**src/rtl/game_pkg.sv**
```systemverilog
// Shared types and constants for the Whack-A-Mole round controller and gameplay datapath.
package game_pkg;

    typedef enum logic [1:0] {
        ST_IDLE      = 2'd0,
        ST_COUNTDOWN = 2'd1,
        ST_PLAY      = 2'd2,
        ST_OVER      = 2'd3
    } game_state_e;

    localparam int LEVEL_W = 2;
    localparam int SCORE_W = 6;
    localparam int POS_W   = 3;
    localparam int TIME_W  = 6;
    localparam int CD_W    = 2;

    // Mole spawn period in ticks: each level halves the interval.
    function automatic int unsigned spawn_period(input int unsigned tps,
                                                 input logic [LEVEL_W-1:0] lvl);
        return tps >> lvl;
    endfunction

endpackage

```
**src/rtl/tick_gen.sv**
```systemverilog
// Game timebase: prescaler producing a tick every TICK_CYCLES clocks and a
// second pulse every TICKS_PER_SEC ticks; clear restarts both from zero.
module tick_gen #(
    parameter int TICK_CYCLES   = 100000,
    parameter int TICKS_PER_SEC = 1000
) (
    input  logic clk,
    input  logic rst_n,
    input  logic clear,
    output logic tick,
    output logic sec_pulse
);

    localparam int PW = (TICK_CYCLES > 1) ? $clog2(TICK_CYCLES) : 1;
    localparam int SW = $clog2(TICKS_PER_SEC);
    localparam logic [PW-1:0] PRE_LAST = PW'(TICK_CYCLES - 1);
    localparam logic [SW-1:0] SEC_LAST = SW'(TICKS_PER_SEC - 1);

    logic [PW-1:0] pre_q, pre_d;
    logic [SW-1:0] sec_q, sec_d;

    assign tick      = (pre_q == PRE_LAST);
    assign sec_pulse = tick && (sec_q == SEC_LAST);

    always_comb begin
        pre_d = pre_q;
        sec_d = sec_q;
        if (clear) begin
            pre_d = '0;
            sec_d = '0;
        end else if (tick) begin
            pre_d = '0;
            sec_d = (sec_q == SEC_LAST) ? '0 : sec_q + 1'b1;
        end else begin
            pre_d = pre_q + 1'b1;
        end
    end

    always_ff @(posedge clk) begin
        if (!rst_n) begin
            pre_q <= '0;
            sec_q <= '0;
        end else begin
            pre_q <= pre_d;
            sec_q <= sec_d;
        end
    end

endmodule

```
**src/rtl/round_sequencer.sv**
```systemverilog
// Round controller: latches level, runs countdown and timed play window,
// schedules mole spawns, freezes the final score and tracks the high score.
//
//   state        | meaning
//   ST_IDLE      | waiting for the first start after reset
//   ST_COUNTDOWN | pre-round countdown, countdown shows seconds left
//   ST_PLAY      | play window open, hits accepted, spawns scheduled
//   ST_OVER      | round finished, results held until restart
module round_sequencer
    import game_pkg::*;
#(
    parameter int TICK_CYCLES   = 100000,
    parameter int TICKS_PER_SEC = 1000,
    parameter int ROUND_SEC     = 30,
    parameter int COUNTDOWN_SEC = 3
) (
    input  logic               CLK100MHZ,
    input  logic               rst_n,
    input  logic               start,
    input  logic [LEVEL_W-1:0] levl,
    input  logic [SCORE_W-1:0] score,
    output logic               play_en,
    output logic               spawn,
    output logic [LEVEL_W-1:0] level_lat,
    output logic [1:0]         state,
    output logic [CD_W-1:0]    countdown,
    output logic [TIME_W-1:0]  time_left,
    output logic [SCORE_W-1:0] final_score,
    output logic [SCORE_W-1:0] high_score,
    output logic               new_high
);

    localparam int SPW = $clog2(TICKS_PER_SEC);
    localparam logic [CD_W-1:0]   CD_INIT   = CD_W'(COUNTDOWN_SEC);
    localparam logic [TIME_W-1:0] TIME_INIT = TIME_W'(ROUND_SEC);

    game_state_e        state_q, state_d;
    logic               play_en_q, play_en_d;
    logic               spawn_q, spawn_d;
    logic [LEVEL_W-1:0] level_lat_q, level_lat_d;
    logic [CD_W-1:0]    countdown_q, countdown_d;
    logic [TIME_W-1:0]  time_left_q, time_left_d;
    logic [SCORE_W-1:0] final_score_q, final_score_d;
    logic [SCORE_W-1:0] high_score_q, high_score_d;
    logic               new_high_q, new_high_d;
    logic [SPW-1:0]     spawn_cnt_q, spawn_cnt_d;

    logic               tick;
    logic               sec_pulse;
    logic               tick_clear;
    logic [SPW-1:0]     spawn_last;

    // Restarting the timebase on every state change keeps each state's
    // duration an exact number of ticks.
    assign tick_clear = (state_d != state_q);

    tick_gen #(
        .TICK_CYCLES   (TICK_CYCLES),
        .TICKS_PER_SEC (TICKS_PER_SEC)
    ) u_tick_gen (
        .clk       (CLK100MHZ),
        .rst_n     (rst_n),
        .clear     (tick_clear),
        .tick      (tick),
        .sec_pulse (sec_pulse)
    );

    assign spawn_last = SPW'(spawn_period(TICKS_PER_SEC, level_lat_q) - 1);

    always_comb begin
        state_d       = state_q;
        play_en_d     = play_en_q;
        spawn_d       = 1'b0;
        level_lat_d   = level_lat_q;
        countdown_d   = countdown_q;
        time_left_d   = time_left_q;
        final_score_d = final_score_q;
        high_score_d  = high_score_q;
        new_high_d    = new_high_q;
        spawn_cnt_d   = spawn_cnt_q;

        case (state_q)
            ST_IDLE, ST_OVER: begin
                if (start) begin
                    state_d     = ST_COUNTDOWN;
                    level_lat_d = levl;
                    countdown_d = CD_INIT;
                    new_high_d  = 1'b0;
                end
            end
            ST_COUNTDOWN: begin
                if (sec_pulse) begin
                    if (countdown_q <= CD_W'(1)) begin
                        state_d     = ST_PLAY;
                        countdown_d = '0;
                        time_left_d = TIME_INIT;
                        play_en_d   = 1'b1;
                        spawn_d     = 1'b1;
                        spawn_cnt_d = '0;
                    end else begin
                        countdown_d = countdown_q - 1'b1;
                    end
                end
            end
            ST_PLAY: begin
                if (sec_pulse && (time_left_q <= TIME_W'(1))) begin
                    state_d       = ST_OVER;
                    time_left_d   = '0;
                    play_en_d     = 1'b0;
                    final_score_d = score;
                    if (score > high_score_q) begin
                        high_score_d = score;
                        new_high_d   = 1'b1;
                    end
                end else begin
                    if (sec_pulse) begin
                        time_left_d = time_left_q - 1'b1;
                    end
                    if (tick) begin
                        if (spawn_cnt_q == spawn_last) begin
                            spawn_d     = 1'b1;
                            spawn_cnt_d = '0;
                        end else begin
                            spawn_cnt_d = spawn_cnt_q + 1'b1;
                        end
                    end
                end
            end
            default: state_d = ST_IDLE;
        endcase
    end

    always_ff @(posedge CLK100MHZ) begin
        if (!rst_n) begin
            state_q       <= ST_IDLE;
            play_en_q     <= 1'b0;
            spawn_q       <= 1'b0;
            level_lat_q   <= '0;
            countdown_q   <= '0;
            time_left_q   <= '0;
            final_score_q <= '0;
            high_score_q  <= '0;
            new_high_q    <= 1'b0;
            spawn_cnt_q   <= '0;
        end else begin
            state_q       <= state_d;
            play_en_q     <= play_en_d;
            spawn_q       <= spawn_d;
            level_lat_q   <= level_lat_d;
            countdown_q   <= countdown_d;
            time_left_q   <= time_left_d;
            final_score_q <= final_score_d;
            high_score_q  <= high_score_d;
            new_high_q    <= new_high_d;
            spawn_cnt_q   <= spawn_cnt_d;
        end
    end

    assign state       = state_q;
    assign play_en     = play_en_q;
    assign spawn       = spawn_q;
    assign level_lat   = level_lat_q;
    assign countdown   = countdown_q;
    assign time_left   = time_left_q;
    assign final_score = final_score_q;
    assign high_score  = high_score_q;
    assign new_high    = new_high_q;

endmodule
```
**config.mk**
```make
export PLATFORM = sky130hd
export DESIGN_NAME = round_sequencer
export DESIGN_NICKNAME = d
export VERILOG_FILES = /design/src/rtl/game_pkg.sv /design/src/rtl/tick_gen.sv /design/src/rtl/round_sequencer.sv
export SDC_FILE = /design/constraint.sdc
export NUM_CORES = 1
export LEC_CHECK = 0
export CORE_MARGIN = 4
export CORE_UTILIZATION = 30
export CTS_BUF_LIST = sky130_fd_sc_hd__clkbuf_4
export CTS_CLUSTER_SIZE = 20
export DETAILED_ROUTE_END_ITERATION = 10
export PLACE_DENSITY = 0.48
export SETUP_SLACK_MARGIN = 0.15
export SLEW_MARGIN = 30
export SYNTH_ARGS = -nofsm -noshare
export SYNTH_HDL_FRONTEND = slang
export SYNTH_SLANG_ARGS = --single-unit
```
**constraint.sdc**
```tcl
create_clock -name CLK100MHZ -period 3 [get_ports CLK100MHZ]
set_input_delay 0.6 -clock CLK100MHZ [delete_from_list [all_inputs] [get_ports CLK100MHZ]]
set_output_delay 0.6 -clock CLK100MHZ [all_outputs]
set_load 0.02 [all_outputs]
```
Word-level counts from Yosys, hierarchy flattened
Cells that the tools add are included.
- bits in registers: 64
- memories kept: 0
- memory bits (writable): 0
- bits of input ports: 11
- word-level logic and storage cells: 90
- output and inout port bits: 27
- bits in latches: 0
- memory bits (read-only): 0
- div/mod/pow operators: 0
- reductions and logical operators: 17
- order comparisons: 3
- add/sub/neg operators: 6
- equality and inequality tests: 15
- shift-type cells: 1
- bitwise logic cells: 1
- mux-type cells: 35
- multipliers: 0
- operators with widths (operator ; count):
    10-bit 2-to-1 mux ; 6
    6-bit 2-to-1 mux ; 4
    10-bit by 1-bit adder with 10-bit output, second input constant ; 2
    10-bit case mux with 2 select lines ; 1
    17-bit by 1-bit adder with 17-bit output, second input constant ; 1
    17-bit == test, second input constant ; 1
    2-bit 2-to-1 mux ; 7
    2-bit inequality test, second input constant ; 6
    6-bit case mux with 2 select lines ; 1
    4-bit AND reduction ; 3
    1-bit 2-to-1 mux ; 11
    10-bit == test ; 1
    10-bit == test, second input constant ; 1
    10-bit by 2-bit >> shifter with 10-bit output, first input constant ; 1
    10-bit by 1-bit subtractor with 10-bit output, second input constant ; 1
    6-bit greater-than comparator ; 1
    6-bit by 1-bit less-or-equal comparator with 1-bit output, second input constant ; 1
    1-bit case mux with 2 select lines ; 3
    2-bit case mux with 3 select lines ; 1
    3-bit AND reduction ; 2
    2-bit nonzero test ; 3
    6-bit by 1-bit subtractor with 6-bit output, second input constant ; 1
    5-bit AND reduction ; 1
    2-bit == test, second input constant ; 2
    other kinds (13) ; 16

Depth between registers and ports, before layout
Gate-level depths: netlist of the first run.
- depth in word-level cells: 7
- mapped depth: 10
- gate-level depth less buffers: 8

Modules after synthesis
From an unflattened synthesis of the first run, not the netlist that was laid out.
- cell total of the unflattened synthesis: 411
- area total of the unflattened synthesis: 3578.4 um2
- by module, submodules not included (module ; area an instance (um2) ; instances ; seq. area each (um2) ; cells an instance):
    round_sequencer ; 2283.4 ; 1 ; 740.7 ; 263
    tick_gen ; 1295.0 ; 1 ; 540.5 ; 148

Least setup slack after synthesis of the first run
OpenSTA, ideal clock, no wires.
- path kind: register -> register
- start: register level_lat_q[1] (netlist: level_lat[1])
- end: register spawn_cnt_q[0]
- required time: 2863 ps
- clock period less this slack: 2504 ps
- arrival time: 2367 ps
- cell stages (with the launch flop): 9
- setup time: 137 ps
- path buffers: 0
- path slack: 496 ps
- path through: dfxtp_1 inv_1 ha_1 xnor2_1 or4_1 nor3_1 a41oi_1 o21ai_1 nor2_1
- word-level cells in the longest chain between the ends: 7
- RTL lines (what ; RTL line ; RTL):
    start, declared ; round_sequencer.sv:40 ; logic [LEVEL_W-1:0] level_lat_q, level_lat_d;
    start signal, assigned ; round_sequencer.sv:149 ; level_lat_q <= level_lat_d;
    10-bit by 2-bit >> shifter with 10-bit output ; game_pkg.sv:20 ; return tps >> lvl;
    10-bit by 1-bit subtractor with 10-bit output ; round_sequencer.sv:68 ; assign spawn_last = SPW'(spawn_period(TICKS_PER_SEC, level_lat_q) - 1);
    10-bit == test ; round_sequencer.sv:120 ; if (spawn_cnt_q == spawn_last) begin
    10-bit 2-to-1 mux ; round_sequencer.sv:120 ;
    10-bit 2-to-1 mux ; round_sequencer.sv:119 ; if (tick) begin
    10-bit 2-to-1 mux ; round_sequencer.sv:106 ; if (sec_pulse && (time_left_q <= TIME_W'(1))) begin
    10-bit case mux with 2 select lines ; round_sequencer.sv:82 ; case (state_q)
    end signal, assigned ; round_sequencer.sv:155 ; spawn_cnt_q <= spawn_cnt_d;
    end, declared ; round_sequencer.sv:46 ; logic [SPW-1:0] spawn_cnt_q, spawn_cnt_d;
Every way passes these cells. The select of a mux whose other input is x is not followed.
A chain may end at the register's enable or synchronous reset.

Final worst setup path of the first run
- start: register u_tick_gen.pre_q[0]
- end: register u_tick_gen.pre_q[16]
- word-level cells in the longest chain between the ends: 7
- elaborated cells between the ends (all ways): 9
- classes of those cells: 1 x add/sub; 2 x eq/ne; 3 x mux; 3 x reduce/logical
- RTL lines (what ; RTL line ; RTL):
    start, declared ; tick_gen.sv:19 ; logic [PW-1:0] pre_q, pre_d;
    start signal, assigned ; tick_gen.sv:44 ; pre_q <= pre_d;
    17-bit == test ; tick_gen.sv:22 ; assign tick = (pre_q == PRE_LAST);
    1-bit logical AND ; tick_gen.sv:23 ; assign sec_pulse = tick && (sec_q == SEC_LAST);
    1-bit logical AND ; round_sequencer.sv:106 ;
    2-bit 2-to-1 mux ; round_sequencer.sv:106 ;
    2-bit case mux with 3 select lines ; round_sequencer.sv:82 ;
    2-bit inequality test ; round_sequencer.sv:55 ; assign tick_clear = (state_d != state_q);
    3-bit OR reduction (no source line) ; - ;
Several ways; a longest one is shown, not always the timed one.

==> results of run 1 <==
## cell type report
| type | count | area (µm²) | share of cell area (%) |
|---|---|---|---|
| clock buffer | 10 | 75.1 | 1.86 |
| tap | 140 | 175 | 4.34 |
| inverter | 23 | 86.3 | 2.14 |
| sequential | 64 | 1280 | 31.7 |
| timing repair buffer | 44 | 423 | 10.5 |
| antenna | 1 | 2.50 | 0.0620 |
| clock inverter | 6 | 50.0 | 1.24 |
| multi-input combinational | 304 | 1940 | 48.1 |
## layout by cell type (no fill, tap or decap), types with 5 or more instances in the layout
cell,n
dfxtp_1,64
nor2_1,43
clkdlybuf4s50_1,37
nand3_1,32
a21oi_1,28
inv_1,23
xor2_1,23
nand2_1,21
nor3_1,20
o21ai_0,18
ha_1,17
xnor2_1,14
nand4_1,12
and3_1,12
clkbuf_4,10
buf_4,7
o21ai_1,5
and2_1,5
a21o_1,5
## power breakdown
group          switching, mW  internal [mW]  leakage, nW
registers             0.0165          0.862        0.517
logic                 0.0942         0.0648        0.840
clock network          0.313          0.252       0.0703
total                  0.423           1.18         1.43
## how the worst min path moves through the flow
stage,start,to,slack (ns)
6_report,final_score[5],final_score[5],0.46
5_1_grt,final_score[4],final_score[4],0.49
4_1_cts,final_score[5],final_score[5],0.46
3_5_place_dp,final_score[5],final_score[5],0.45
3_3_place_gp,final_score[4],final_score[4],0.44
2_1_floorplan,u_tick_gen.pre_q[0],u_tick_gen.pre_q[0],0.45
## through the flow
step	cell area, µm²	power (mW)	std cells
2_1_floorplan	3390	1.00	409
3_3_place_gp	3910	1.06	575
3_5_place_dp	3910	1.06	575
4_1_cts	4030	1.63	591
5_1_grt	4040	1.69	592
6_report	4040	1.60	592
## per-layer routing
layer / up-vias / track usage [%]
li1: 1519 / -
met1: 1339 / 16.3
met2: 42 / 21.0
met3: 2 / 3.54
met4: 0 / 4.99
met5: - / 0
## cell families after synthesis
family | Yosys count | share of synthesized area (%)
AND/OR/NAND/NOR | 172 | 26.9
multiplexers | 4 | 1.18
buffers and inverters | 41 | 4.91
flip-flops | 64 | 37.8
AO/OA/AOI/OAI | 74 | 13.4
adder cells (fa/ha/maj) | 17 | 6.27
XOR/XNOR | 37 | 9.56
## sequential cells by signal, summed over array words and instances (netlist names), 2 cells and up
signal	cells
countdown	2
final_score	6
high_score	6
level_lat	2
spawn_cnt_q	10
state	2
time_left	6
u_tick_gen.pre_q	17
u_tick_gen.sec_q	10
## worst max-delay path: stages (launching register included)
cell and delay (ns):
dfxtp_1 0.39, ha_1 0.25, and4_1 0.31, and4_1 0.37
nand3_1 0.18, o22a_1 0.24, o21ai_4 0.59, nor3_1 0.11
## cells in the mapped netlist (2+ instances only)
library cell / count
and2_1: 5
buf_4: 2
a31oi_1: 2
nand3_1: 32
o21ai_0: 18
o21ai_1: 5
nand4_1: 12
nor4bb_1: 2
a21oi_1: 28
ha_1: 17
nor4b_1: 2
and4_1: 3
clkbuf_1: 11
mux2i_1: 4
xnor2_1: 14
a211oi_1: 2
or4_1: 4
nor3b_1: 3
a21o_1: 5
nand2_1: 21
nor2_1: 43
nor3_1: 20
nand2b_1: 3
o31ai_1: 3
buf_2: 4
xor2_1: 23
and3_1: 12
dfxtp_1: 64
o221a_2: 2
inv_1: 23
==> report_table.html, run 1 <==
<table>
<tr><th>Metric</th><th>Value</th></tr>
<tr><th colspan="2">Logic synthesis</th></tr>
<tr><td>Synthesized instance count</td><td>409</td></tr>
<tr><td>Ys async rst share</td><td>0%</td></tr>
<tr><td>Summed instance area of the synthesized netlist</td><td>around 3400 µm²</td></tr>
<tr><td>Most common flop cell mapped by yosys</td><td>dfxtp_1</td></tr>
<tr><td>Share of the synthesized area in the top cell type</td><td>between 30% and 40%</td></tr>
<tr><td>Total nets after synthesis</td><td>between 400 and 500</td></tr>
<tr><td>Post-Syn Area per Cell</td><td>8.29 µm²</td></tr>
<tr><td>Synthesis Warnings</td><td>0</td></tr>
<tr><td>Number of distinct library cell variants in the gate-level netlist after synthesis</td><td>50</td></tr>
<tr><td>Sequential area share after synthesis</td><td>a little under two fifths</td></tr>
<tr><td>Biggest area consumer among synthesized cells</td><td>dfxtp_1</td></tr>
<tr><td>Synthesized flop and latch total</td><td>between 60 and 70</td></tr>
<tr><td>Synth top area cells</td><td>dfxtp_1 (38%), ha_1 (6.3%), xor2_1 (5.9%)</td></tr>
<tr><td>Count of flip-flops with a built-in enable after synthesis</td><td>0</td></tr>
<tr><th colspan="2">Clock tree</th></tr>
<tr><td>Clock transition at the registers of the reported paths</td><td>~0.1 ns</td></tr>
<tr><td>Number of H-tree levels</td><td>3</td></tr>
<tr><td>Sink Count</td><td>between 60 and 70</td></tr>
<tr><td>Clock tree from TritonCTS</td><td>done</td></tr>
<tr><td>Buffers from clock root to sink, at most</td><td>2</td></tr>
<tr><td>Clock latency on the worst-skew pair</td><td>~0.4 ns</td></tr>
<tr><td>CTS hold repair buffers</td><td>0</td></tr>
<tr><td>Clock Tree Root</td><td>clkbuf_4</td></tr>
<tr><td>Number of buffers added for setup after CTS</td><td>0</td></tr>
<tr><td>Number of buffers created by CTS</td><td>9</td></tr>
<tr><td>Number of instances resized during post-cts repair</td><td>0</td></tr>
<tr><th colspan="2">Critical path</th></tr>
<tr><td>Worst r2r dst</td><td>u_tick_gen.pre_q[16]</td></tr>
<tr><td>Category of the most critical setup path</td><td>reg -&gt; reg</td></tr>
<tr><td>Worst reg-to-reg setup slack</td><td>approximately 0.41 ns</td></tr>
<tr><td>Endpoint type of the worst setup path</td><td>flip-flop</td></tr>
<tr><td>Critical path launch point type</td><td>flip-flop</td></tr>
<tr><td>Reg2Reg Depth</td><td>7</td></tr>
<tr><td>Critical Path Start</td><td>u_tick_gen.pre_q[0]</td></tr>
<tr><td>Data arrival time of the critical path</td><td>2.86 ns</td></tr>
<tr><td>Worst-path maximum fanout</td><td>27</td></tr>
<tr><td>Worst r2r src</td><td>u_tick_gen.pre_q[0]</td></tr>
<tr><td>Critical path capture point</td><td>u_tick_gen.pre_q[16]</td></tr>
<tr><td>Endpoint required time on the critical path</td><td>3.27 ns</td></tr>
<tr><th colspan="2">Global route</th></tr>
<tr><td>Leftover overflow at the end of global routing</td><td>0</td></tr>
<tr><td>Pin count of the biggest net entering global routing</td><td>28</td></tr>
<tr><td>Wire length of the first global-routing pass</td><td>around 14000 µm</td></tr>
<tr><td>Antenna violations before repair</td><td>1</td></tr>
<tr><td>Total track usage</td><td>around 13%</td></tr>
<tr><td>Via count of the first global-routing pass</td><td>2858</td></tr>
<tr><th colspan="2">Drt</th></tr>
<tr><td>Vias after detailed routing</td><td>a little under 3000</td></tr>
<tr><td>Routed length on met2</td><td>3820 µm</td></tr>
<tr><td>Met1 Routed Length</td><td>~3800 µm</td></tr>
<tr><td>Remaining DRCs</td><td>0</td></tr>
<tr><td>1st-pass router iterations</td><td>4</td></tr>
<tr><td>WL final</td><td>approximately 8000 µm</td></tr>
<tr><td>Routed Antenna Nets</td><td>0</td></tr>
<tr><td>Max Used Layer</td><td>met4</td></tr>
<tr><td>Wire length per cell</td><td>around 14 µm</td></tr>
<tr><td>Length of routed met3 wiring</td><td>~370 µm</td></tr>
<tr><td>Number of violations reported at the end of detailed-routing iteration 0</td><td>roughly 100</td></tr>
<tr><td>Vias/cell</td><td>4.90</td></tr>
<tr><th colspan="2">Timing</th></tr>
<tr><td>Final critical-path required period</td><td>about 2.6 ns</td></tr>
<tr><td>Count of endpoints failing hold in the final timing report</td><td>0</td></tr>
<tr><td>Tcrit/Tclk final</td><td>between 80 and 90%</td></tr>
<tr><td>Number of max-slew violations in the final report</td><td>0</td></tr>
<tr><td>Total negative setup slack</td><td>0 ns</td></tr>
<tr><td>Worst Hold Slack</td><td>0.459 ns</td></tr>
<tr><td>Slew at the pin closest to its max-slew limit</td><td>0.797 ns</td></tr>
<tr><td>Highest attainable clock frequency</td><td>386 MHz</td></tr>
<tr><td>Max-slew headroom at the worst pin</td><td>approximately 47%</td></tr>
<tr><td>Setup Viol. Count Final</td><td>0</td></tr>
<tr><td>Final Skew</td><td>0.0213 ns</td></tr>
<tr><td>Final Worst Setup Slack</td><td>0.408 ns</td></tr>
<tr><td>RSZ-0062 raised after global routing</td><td>false</td></tr>
<tr><th colspan="2">Power and ir drop</th></tr>
<tr><td>Power per Cell Area</td><td>397 nW/µm²</td></tr>
<tr><td>Lkg Pwr</td><td>~1.4 nW</td></tr>
<tr><td>Peak supply drop</td><td>approximately 0.16 mV</td></tr>
<tr><th colspan="2">Layout</th></tr>
<tr><td>Area overhead of the layout relative to synthesis</td><td>19.0%</td></tr>
<tr><td>Layout cells sized above 1</td><td>under 10%</td></tr>
<tr><td>Filler cell count</td><td>approximately 1200</td></tr>
<tr><td>Finished Core Util</td><td>36.9%</td></tr>
<tr><td>Final #Nets</td><td>about 470</td></tr>
<tr><th colspan="2">Floorplan</th></tr>
<tr><td>Core region area</td><td>10900 µm²</td></tr>
<tr><td>Boundary pin count</td><td>38</td></tr>
<tr><td>Die Span X</td><td>between 100 and 150 µm</td></tr>
<tr><td>Y dimension of the die</td><td>between 100 and 150 µm</td></tr>
<tr><td>Initial core utilization</td><td>between 30% and 40%</td></tr>
<tr><td>Area of the die</td><td>~13000 µm²</td></tr>
<tr><td>Site Rows</td><td>38</td></tr>
<tr><th colspan="2">Flow run</th></tr>
<tr><td>Max-capacitance violation count</td><td>0</td></tr>
<tr><th colspan="2">Placed design</th></tr>
<tr><td>Placed wire-length estimate</td><td>5720 µm</td></tr>
<tr><td>Worst setup timing slack at the placement stage</td><td>just over 0.2 ns</td></tr>
<tr><td>Global placer's final weighted congestion</td><td>around 0.76</td></tr>
<tr><td>Number of buffers inserted by port buffering</td><td>37</td></tr>
<tr><th colspan="2">Min path</th></tr>
<tr><td>Hold Crit Class</td><td>reg -&gt; reg</td></tr>
<tr><td>Cell depth of the worst hold path</td><td>2</td></tr>
<tr><th colspan="2">Outcome</th></tr>
<tr><td>Status</td><td>finished clean</td></tr>
</table>
Note: power is estimated with default switching activity, not from simulation.
==> run 2, diff against run 1 <==
--- a/config.mk
+++ b/config.mk
@@ -10,7 +10,7 @@
 export CTS_BUF_LIST = sky130_fd_sc_hd__clkbuf_4
 export CTS_CLUSTER_SIZE = 20
 export DETAILED_ROUTE_END_ITERATION = 10
-export PLACE_DENSITY = 0.48
+export PLACE_DENSITY = 0.5
 export SETUP_SLACK_MARGIN = 0.15
 export SLEW_MARGIN = 30
 export SYNTH_ARGS = -nofsm -noshare
==> constraint.sdc (replaced) <==
create_clock -name CLK100MHZ -period 2.29 [get_ports CLK100MHZ]
set_input_delay 0.458 -clock CLK100MHZ [delete_from_list [all_inputs] [get_ports CLK100MHZ]]
set_output_delay 0.458 -clock CLK100MHZ [all_outputs]
set_load 0.02 [all_outputs]
==> run 2 against run 1 <==
Net effect: sequential power rose by 31%; routed wire length rose by 4.0%; via count rose by 5.5%; total power grew 37%; critical endpoint is now spawn_cnt_q[4]; highest routed layer unchanged.
==> report_table.html, run 2 (synthesized netlist as in run 1, its figures left out) <==
<table>
<tr><th>Metric</th><th>Value</th></tr>
<tr><th colspan="2">Timing</th></tr>
<tr><td>RSZ-0062 raised after global routing</td><td>true</td></tr>
<tr><td>Count of endpoints failing hold in the final timing report</td><td>0</td></tr>
<tr><td>Total negative setup slack</td><td>0 ns</td></tr>
<tr><td>Setup Viol. Count Final</td><td>0</td></tr>
<tr><td>Highest attainable clock frequency</td><td>approximately 450 MHz</td></tr>
<tr><td>Max-slew headroom at the worst pin</td><td>70.8%</td></tr>
<tr><td>Slew at the pin closest to its max-slew limit</td><td>about 0.43 ns</td></tr>
<tr><td>Number of max-slew violations in the final report</td><td>0</td></tr>
<tr><td>Final Worst Setup Slack</td><td>approximately 0.086 ns</td></tr>
<tr><td>Final critical-path required period</td><td>around 2.2 ns</td></tr>
<tr><td>Final Skew</td><td>0.0194 ns</td></tr>
<tr><td>Tcrit/Tclk final</td><td>about 96%</td></tr>
<tr><th colspan="2">Layout</th></tr>
<tr><td>Most common cell after layout, fill and taps aside</td><td>dfxtp_1</td></tr>
<tr><td>Most frequent cells in the layout</td><td>dfxtp_1 (55), nor2_1 (39), clkdlybuf4s50_1 (37)</td></tr>
<tr><td>Register containing the most flip-flops in the final layout</td><td>u_tick_gen.pre_q</td></tr>
<tr><td>Max FFs per register</td><td>17</td></tr>
<tr><td>Area overhead of the layout relative to synthesis</td><td>33.5%</td></tr>
<tr><td>Final #Nets</td><td>507</td></tr>
<tr><td>Layout cells sized above 1</td><td>roughly a fifth</td></tr>
<tr><td>Finished Core Util</td><td>about 41%</td></tr>
<tr><td>Largest registers ranked by flip-flop count</td><td>u_tick_gen.pre_q (17), spawn_cnt_q (10), u_tick_gen.sec_q (10)</td></tr>
<tr><th colspan="2">Floorplan</th></tr>
<tr><td>Y dimension of the die</td><td>around 110 µm</td></tr>
<tr><td>Boundary pin count</td><td>38</td></tr>
<tr><td>Initial core utilization</td><td>31.0%</td></tr>
<tr><td>Die Span X</td><td>between 100 and 150 µm</td></tr>
<tr><td>Core region area</td><td>roughly 11000 µm²</td></tr>
<tr><td>Site Rows</td><td>38</td></tr>
<tr><td>Area of the die</td><td>between 10000 and 15000 µm²</td></tr>
<tr><th colspan="2">Drt</th></tr>
<tr><td>Vias after detailed routing</td><td>approximately 3100</td></tr>
<tr><td>Wire length per cell</td><td>about 13 µm</td></tr>
<tr><td>Number of violations reported at the end of detailed-routing iteration 0</td><td>between 80 and 90</td></tr>
<tr><td>WL final</td><td>between 8000 and 9000 µm</td></tr>
<tr><td>1st-pass router iterations</td><td>4</td></tr>
<tr><td>Remaining DRCs</td><td>0</td></tr>
<tr><td>Vias/cell</td><td>roughly 4.9</td></tr>
<tr><td>Routed Antenna Nets</td><td>0</td></tr>
<tr><th colspan="2">Critical path</th></tr>
<tr><td>Critical path launch point type</td><td>flip-flop</td></tr>
<tr><td>Data arrival time of the critical path</td><td>roughly 2.5 ns</td></tr>
<tr><td>Category of the most critical setup path</td><td>reg -&gt; reg</td></tr>
<tr><td>Worst-path maximum fanout</td><td>5</td></tr>
<tr><td>Endpoint type of the worst setup path</td><td>flip-flop</td></tr>
<tr><td>Endpoint required time on the critical path</td><td>around 2.6 ns</td></tr>
<tr><td>Reg2Reg Depth</td><td>9</td></tr>
<tr><th colspan="2">Clock tree</th></tr>
<tr><td>Number of buffers created by CTS</td><td>9</td></tr>
<tr><td>Buffers from clock root to sink, at most</td><td>2</td></tr>
<tr><td>Clock tree from TritonCTS</td><td>done</td></tr>
<tr><td>Clock transition at the registers of the reported paths</td><td>approximately 0.11 ns</td></tr>
<tr><td>Clock Tree Root</td><td>clkbuf_4</td></tr>
<tr><td>Sink Count</td><td>64</td></tr>
<tr><td>Clock latency on the worst-skew pair</td><td>between 0.4 and 0.5 ns</td></tr>
<tr><td>Number of H-tree levels</td><td>3</td></tr>
<tr><td>CTS hold repair buffers</td><td>0</td></tr>
<tr><th colspan="2">Outcome</th></tr>
<tr><td>Status</td><td>finished clean</td></tr>
<tr><th colspan="2">Global route</th></tr>
<tr><td>Antenna violations before repair</td><td>1</td></tr>
<tr><td>Total track usage</td><td>13.1%</td></tr>
<tr><td>Via count of the first global-routing pass</td><td>2999</td></tr>
<tr><td>Leftover overflow at the end of global routing</td><td>0</td></tr>
<tr><td>Pin count of the biggest net entering global routing</td><td>28</td></tr>
<tr><td>Wire length of the first global-routing pass</td><td>about 14000 µm</td></tr>
<tr><th colspan="2">Placed design</th></tr>
<tr><td>Number of buffers inserted by port buffering</td><td>37</td></tr>
<tr><td>Global placer's final weighted congestion</td><td>~0.78</td></tr>
<tr><td>Worst setup timing slack at the placement stage</td><td>-0.0437 ns</td></tr>
<tr><td>Placed wire-length estimate</td><td>approximately 6100 µm</td></tr>
<tr><th colspan="2">Power and ir drop</th></tr>
<tr><td>Switching Share</td><td>between 20 and 30%</td></tr>
<tr><td>Switching Power</td><td>roughly 600 µW</td></tr>
<tr><td>Internal Pwr Total</td><td>1.59 mW</td></tr>
<tr><td>Lkg Pwr</td><td>about 1.6 nW</td></tr>
<tr><td>Power per Cell Area</td><td>about 480 nW/µm²</td></tr>
<tr><td>Comb pwr share</td><td>a little over an eighth</td></tr>
<tr><td>Fraction of power consumed by the clock network</td><td>between 30% and 40%</td></tr>
<tr><td>Sequential share of power</td><td>52.5%</td></tr>
<tr><td>Peak supply drop</td><td>0.221 mV</td></tr>
<tr><th colspan="2">Flow run</th></tr>
<tr><td>Max-capacitance violation count</td><td>0</td></tr>
<tr><th colspan="2">Min path</th></tr>
<tr><td>Hold Crit Class</td><td>reg -&gt; reg</td></tr>
<tr><td>Cell depth of the worst hold path</td><td>1</td></tr>
</table>
-- run 2: cell type report --
class	count	area [µm²]
clock buffers	9	67.6
multi-input cells	304	2090
repair buffers	77	742
fillers	1118	6410
clock inverters	7	62.6
inverters	23	88.8
flip-flops and latches	64	1300
diodes	1	2.50
well taps	140	175
-- run 2: power groups by stage --
stage                     Combinational, mW  Sequential [mW]  Clock, mW
after floorplan                       0.135             1.18          0
after global placement                0.261             1.17          0
after detailed placement              0.261             1.17          0
after CTS                             0.263             1.15      0.785
after global routing                  0.316             1.16      0.817
final                                 0.288             1.15      0.754
-- run 2: stage by stage --
stage          area, µm²  power [mW]  hold WS, ns  instances
2_1_floorplan       3430        1.32        0.450        409
3_3_place_gp        4200        1.43        0.444        603
3_5_place_dp        4200        1.43        0.450        603
4_1_cts             4340        2.20        0.466        620
5_1_grt             4530        2.29        0.482        625
6_report            4530        2.19        0.452        625
-- run 2: layer usage --
metal	vias up	routed length, µm	GRT usage, %
met4	0	139	5.62
met3	12	324	3.07
met5	-	0	0
met2	48	3920	21.7
met1	1417	4000	16.3
li1	1586	-	-
-- run 2: final timing paths --
check	startpoint	end	slack, ns
setup reg to reg	level_lat[1]	spawn_cnt_q[4]	0.09
hold / removal	u_tick_gen.pre_q[0]	u_tick_gen.pre_q[0]	0.45
setup / recovery	level_lat[1]	spawn_cnt_q[4]	0.09
hold reg to reg	u_tick_gen.pre_q[0]	u_tick_gen.pre_q[0]	0.45
-- run 2: what timing repair did --
item	4_1_cts	5_1_grt
pin swaps	1	11
setup buffers	1	3
gates cloned	0	1
gates resized for setup	4	35
setup endpoints to repair	38	46
-- run 2: critical path, cell delays in order, from the launching register on --
cell and delay [ns]:
dfxtp_4 0.38, inv_4 0.04, ha_4 0.15, xor2_1 0.13, or4_4 0.54, nor3_4 0.21, a41oi_2 0.17, o21ai_4 0.25
clkbuf_16 0.18, nor2_1 0.04
